[src/rtl/branch_pc_unit.sv]
// Fetch PC register and branch/jump resolution for the instruction in EX.
// A taken redirect loads the target and squashes IF/ID for exactly one (non-stalled) cycle.
module branch_pc_unit #(
   parameter int          WIDTH    = 32,
   parameter logic [31:0] RESET_PC = 32'h0,
   parameter int          CNT_W    = 16
) (
   input  logic             clk,
   input  logic             rst,
   input  logic             stall,
   input  logic             branch,
   input  logic             branchNe,
   input  logic             jump,
   input  logic             zeroFlag,
   input  logic [WIDTH-1:0] pcEX,
   input  logic [WIDTH-1:0] branchOffset,
   input  logic [WIDTH-1:0] jumpTarget,
   output logic [WIDTH-1:0] pc,
   output logic [WIDTH-1:0] pcPlus4,
   output logic             flush,
   output logic [CNT_W-1:0] branchCount,
   output logic [CNT_W-1:0] takenCount,
   output logic             dbgState
);

   typedef enum logic {
      ST_RUN   = 1'b0,
      ST_FLUSH = 1'b1
   } state_t;

   state_t           state;
   state_t           state_next;
   logic [WIDTH-1:0] pc_next;
   logic             flush_next;
   logic             taken;
   logic [WIDTH-1:0] target;
   logic             branch_inc;
   logic             taken_inc;

   assign pcPlus4  = pc + WIDTH'(4);
   assign dbgState = state;

   // Jump takes priority over a simultaneously flagged branch.
   assign taken  = jump | (branch & (zeroFlag ^ branchNe));
   assign target = jump ? {jumpTarget[WIDTH-1:2], 2'b00}
                        : pcEX + {branchOffset[WIDTH-3:0], 2'b00};

   // State register together with the datapath registers it gates.
   always_ff @(posedge clk) begin
      if (rst) begin
         state       <= ST_RUN;
         pc          <= WIDTH'(RESET_PC);
         flush       <= 1'b0;
         branchCount <= '0;
         takenCount  <= '0;
      end else begin
         state <= state_next;
         pc    <= pc_next;
         flush <= flush_next;
         if (branch_inc && (branchCount != '1)) begin
            branchCount <= branchCount + 1'b1;
         end
         if (taken_inc && (takenCount != '1)) begin
            takenCount <= takenCount + 1'b1;
         end
      end
   end

   always_comb begin
      state_next = state;
      case (state)
         ST_RUN: begin
            if (!stall && taken) begin
               state_next = ST_FLUSH;
            end
         end
         ST_FLUSH: begin
            if (!stall) begin
               state_next = ST_RUN;
            end
         end
         default: state_next = ST_RUN;
      endcase
   end

   // In FLUSH the EX instruction is wrong-path, so its branch inputs are ignored.
   always_comb begin
      pc_next    = pc;
      flush_next = flush;
      branch_inc = 1'b0;
      taken_inc  = 1'b0;
      case (state)
         ST_RUN: begin
            if (!stall) begin
               branch_inc = branch & ~jump;
               taken_inc  = taken;
               if (taken) begin
                  pc_next    = target;
                  flush_next = 1'b1;
               end else begin
                  pc_next    = pcPlus4;
                  flush_next = 1'b0;
               end
            end
         end
         ST_FLUSH: begin
            if (stall) begin
               flush_next = 1'b1;
            end else begin
               pc_next    = pcPlus4;
               flush_next = 1'b0;
            end
         end
         default: begin
            pc_next    = pc;
            flush_next = 1'b0;
         end
      endcase
   end

endmodule

[config.mk]
export PLATFORM = sky130hd
export DESIGN_NAME = branch_pc_unit
export DESIGN_NICKNAME = d
export VERILOG_FILES = /design/src/rtl/branch_pc_unit.sv
export SDC_FILE = /design/constraint.sdc
export NUM_CORES = 1
export LEC_CHECK = 0
export ABC_AREA = 1
export BUFFER_PORTS_ARGS = -buffer_cell sky130_fd_sc_hd__buf_2
export CORE_UTILIZATION = 35
export CTS_CLUSTER_DIAMETER = 80
export DETAILED_ROUTE_END_ITERATION = 8
export PLACE_DENSITY_LB_ADDON = 0.3
export REMOVE_ABC_BUFFERS = 1
export SLEW_MARGIN = 20
export SYNTH_ARGS = -nofsm -noshare
export SYNTH_HDL_FRONTEND = slang
export SYNTH_SLANG_ARGS = --single-unit
[constraint.sdc]
create_clock -name clk -period 1.72 [get_ports clk]
set_input_delay 0.172 -clock clk [delete_from_list [all_inputs] [get_ports clk]]
set_output_delay 0.172 -clock clk [all_outputs]
set_load 0.01 [all_outputs]
# --- Word level (Yosys, flattened, before mapping) ---
# Cells that the tools add are included.
# W data, S select, Z words.
totals:
  inputBits: 103
  output_inout_bits: 98
  ff_bits: 66
  word_cells: 39
classes:
  muxes: 15
  eq_ne: 4
  reduce_logical: 5
  bitwise: 6
  n_addsub: 4
op_table:
  columns: ["op", "count"]
  rows:
  - ["$mux W32", 4]
  - ["$pmux W32 S2", 1]
  - ["$add A16 B1 Y16 const B", 2]
  - ["$add A32 B3 Y32 const B", 1]
  - ["$add A32 B32 Y32", 1]
  - ["$ne A16 B16 Y1 const B", 2]
  - ["$mux W1", 8]
  - ["$ne A2 B2 Y1 const B", 2]
  - ["$pmux W1 S2", 2]
  - ["$logic_and A1 B1 Y1", 3]
  - ["$and A1 B1 Y1", 2]
  - ["$not A1 Y1", 2]
  - ["$reduce_and A2 Y1", 1]
  - ["$logic_not A1 Y1", 1]
  - ["$or A1 B1 Y1", 1]
  - ["$xor A1 B1 Y1", 1]

# --- Logic depth before layout (Yosys ltp) ---
depth:
  word_depth: 6
  depth_mapped: 14
  depth_no_buf: 14

# --- Worst setup path after synthesis ---
# Ideal clock, no wire load.
synth_timing:
  path_kind: "reg2reg"
  startpoint: "reg pc[2]"
  endpoint: "reg pc[16]"
  setup_ns: 0.130
  t_required_ns: 1.590
  arrival_time_ns: 1.604
  path_slack_ns: -0.013
  path_buffers: 0
  synth_period_minus_slack_ns: 1.733
  path_stages_with_launch: 11
  cell_sequence: "dfxtp_1 > ha_1 > nand2_1 > inv_1 > nand2_2 > inv_2 > nand3_4 > xnor2_1 > or2_2 > nand2_1 > a21oi_1"
synth_via:
  elab_chain_cells: 4
  word_cells_on_any_way: 5
  classes_between: "add/sub (1); mux (4)"
synth_rtl:
  columns: ["element", "line_no", "text"]
  rows:
  - ["start: declaration", "18", "output logic [WIDTH-1:0] pc,"]
  - ["start signal: assignment", "52", "pc <= WIDTH'(RESET_PC);"]
  - ["start signal: assignment", "58", "pc <= pc_next;"]
  - ["$add A32 B3 Y32 *", "40", "assign pcPlus4 = pc + WIDTH'(4);"]
  - ["named net pcPlus4[16]", "19", "output logic [WIDTH-1:0] pcPlus4,"]
  - ["$mux W32", "97", "if (taken) begin"]
  - ["$mux W32", "94", "if (!stall) begin"]
  - ["$pmux W32 S2 *", "92", "case (state)"]
# Mark *: on every way through the listed nets, which the timed path passes. The rest lies on a longest branch. The select of a mux whose other input is x is not followed.
# A chain may end at the register's enable or synchronous reset.

# --- Worst setup path after layout ---
layout_timing:
  startpoint: "reg pc[13]"
  endpoint: "out pcPlus4[14]"
layout_via:
  elab_chain_cells: 1
layout_rtl:
  columns: ["element", "line_no"]
  rows:
  - ["$add A32 B3 Y32", "40"]
  - ["end: declaration", "19"]
# No other way between the ends.

==> impl_results.md <==
* Status: finished, violations left
* Failing checks: setup timing
* Hold buffers post-CTS at 0
* Clk sinks at 66
* CTS Buffer Depth at 2
* All-layer global routing usage at 25.27%
* Synth warn at 0
* Total Wirelength at 24880 µm
* Hold Path Class: primary input to flip-flop
* Worst flop-to-flop path endpoint: pc[28]$_SDFFE_PP0P_
* FF+latch count, synth at 66
* CP Capture Type: output port
* Critical Path RT at 1.55 ns
* Initial drt markers at 539
* Power Density at 625.3 nW/µm²
* Biggest area consumer among synthesized cells: nand2_1
* Worst skew pair latency at 0.33 ns
* TritonCTS clock tree: built
* Fmax at 503.1 MHz
* Worst hold endpoint: pc[0]$_SDFFE_PP0P_
* Leakage at 5.205 nW
* Number of instances in the placed design at 1646
* Worst hold path depth at 3
* RD Place Congestion at 0.9207
* Initial Util at 35.77%
* Critical hold path startpoint: pcEX[0]
* Root buffer cell: clkbuf_16
* Design Area, Final at 9838 µm²
* Pwr Total at 6.152 mW
* Max VDD drop at 0.5007 mV
* H-tree depth at 3
* FP Rows at 49
* Die height at 137.7 µm
* Die X at 137.7 µm
* RSZ-0062 raised after global routing: true
* Final hold vios at 0
* Setup WS post-layout at -0.2676 ns
* FF-to-FF path depth at 14
* Worst slew margin at 69.97%
* Core Area at 18020 µm²
* # fillers at 1808
* Dpl hpwl at 19150 µm
* Setup Viol. Count Final at 26
* First-pass GRT wire length at 37310 µm
* Sequential share of the synthesized area at 20.49%
* Die area at 18970 µm²
* Yosys cell types at 47
* Commonest cells after routing, fill and taps aside: nand2_1, buf_2, inv_1
* Via Count at 8310
* Cells after Synth at 1126
* Vias per cell at 4.920
* Final cell count without fillers at 1689
* Setup CP Type: flip-flop to output port
* R2r setup slk at -0.14 ns
* Detailed-route wire length per cell at 14.73 µm
* CTS clk-pin slew, worst paths at 0.06 ns
* Largest net degree at the start of global routing at 45
* Initial antenna violation count at 0
* Worst-Margin Slew at 0.4505 ns
* Mapped cell area at 6447 µm²
* Tmin final at 1.988 ns
* Pins Over Slew Limit at 0
* Initial DRT Pass Iterations at 5
* Yosys top cell area share at 21.02%
* Worst-path fanout max at 3
* Setup_tns at -4.369 ns
* Ratio of cells with drive above 1 in the final layout at 36.26%
* Commonest non-fill, non-tap cell in the layout: nand2_1
* Core Util, Final at 54.58%
* Part of the cycle the worst path needs at 115.6%
* Placed inst area at 8524 µm²
* Max-cap viol count at 0
* Area grow syn2layout at 52.59%
* Port bufs at 196
* Avg Cell Area, Syn at 5.726 µm²
* Final Skew at 0.01004 ns
* DRT antenna net count at 0
* Residual DRC at 0
* Area contributors post-synth: nand2_1, dfxtp_1, inv_1
* Arrival @ worst endpoint at 1.82 ns
* Total CTS buffers at 9
* IO Pins at 201
* Nets at 1590
* Vias in the first global route at 7558
* CP Launch Type: flip-flop
* Reg-to-reg critical path startpoint: pc[16]$_SDFFE_PP0P_
* Global route total overflow at 0
-- sequential cells by signal (all words and copies together), names as in the netlist --
name         flops
takenCount      16
pc              32
flush            1
dbgState         1
branchCount     16
-- routing by layer --
| layer | part of all wire (%) | GRT usage (%) | up-vias |
|---|---|---|---|
| met1 | 44 | 33.82 | 3717 |
| met2 | 48 | 42.43 | 268 |
| met5 | 0 | 0 | - |
| met3 | 5.3 | 2.575 | 51 |
| li1 | - | - | 4274 |
| met4 | 2.8 | 7.790 | 0 |
-- cell type report --
type                            instances  area [µm²]  area share, %
Clock buffer                           10       229.0          2.327
Clock inverter                          6       136.4          1.386
Multi-Input combinational cell        869        4965          50.46
Sequential cell                        66        1391          14.14
Antenna cell                            1       2.502        0.02544
Inverter                              166       630.6          6.410
Timing Repair Buffer                  342        2197          22.33
Tap cell                              229       286.5          2.912
-- cells by family after synthesis --
logic type / Yosys count / synth area share, %
AOI/OAI and AO/OA: 192 / 15.64
buffers and inverters: 191 / 11.27
DFF: 66 / 20.49
xor gates and xnor gates: 27 / 3.784
adders and majority gates: 33 / 6.520
and+or+nand+nor: 617 / 42.29
-- how the worst max path moves through the flow --
stage / start / endpoint / slack (ns)
global placement: pcEX[13] / pc[17]$_SDFFE_PP0P_ / -0.26
CTS: pc[8]$_SDFFE_PP0P_ / pcPlus4[30] / -0.21
floorplan: jump / pc[16]$_SDFFE_PP0P_ / -0.12
global route: pc[13]$_SDFFE_PP0P_ / pcPlus4[30] / -0.33
finish: pc[13]$_SDFFE_PP0P_ / pcPlus4[14] / -0.27
detailed placement: pcEX[2] / pc[30]$_SDFFE_PP0P_ / -0.26
-- timing repair --
item                       CTS  global route
cloned                       0             0
pin swaps                   35            58
buffers inserted            17            19
gates resized for setup    101           110
setup endpoints to repair   38            59
-- per-stage QoR --
| stage | setup slack, ns | hold slack, ns |
|---|---|---|
| after global placement | -0.2571 | 0.4408 |
| final | -0.2676 | 0.09508 |
| after detailed placement | -0.2619 | 0.4480 |
| after global routing | -0.3255 | 0.1111 |
| after CTS | -0.2072 | 0.09378 |
| after floorplan | -0.1177 | 0.2411 |
-- cells in the mapped netlist (all sizes together) --
cell and n:
a211oi 2, a21o 1, a21oi 110, a221oi 1
a31o 1, a31oi 2, and2 2, and3 1
buf 8, clkbuf 17, dfxtp 66, fa 1
ha 32, inv 166, nand2 367, nand3 83
nand3b 10, nand4 16, nor2 108, nor3 20
nor3b 1, nor4 3, o211ai 1, o21a 2
o21ai 64, o21bai 6, o22ai 1, o31ai 1
or2 6, xnor2 13, xor2 14
-- worst max-delay path, cell delays in order (launching register included) --
cell and delay (ns):
dfxtp_4 0.38, nand2_4 0.08, nor3_4 0.20, buf_4 0.14, nand2_4 0.05, nor2_4 0.19
xor2_1 0.27, buf_2 0.18
-- power by group --
group	switching, mW	internal, mW
combinational	1.21	0.920
clock	0.727	1.57
sequential	0.113	1.61
total	2.05	4.10
Note: power is estimated with default switching activity, not from simulation.
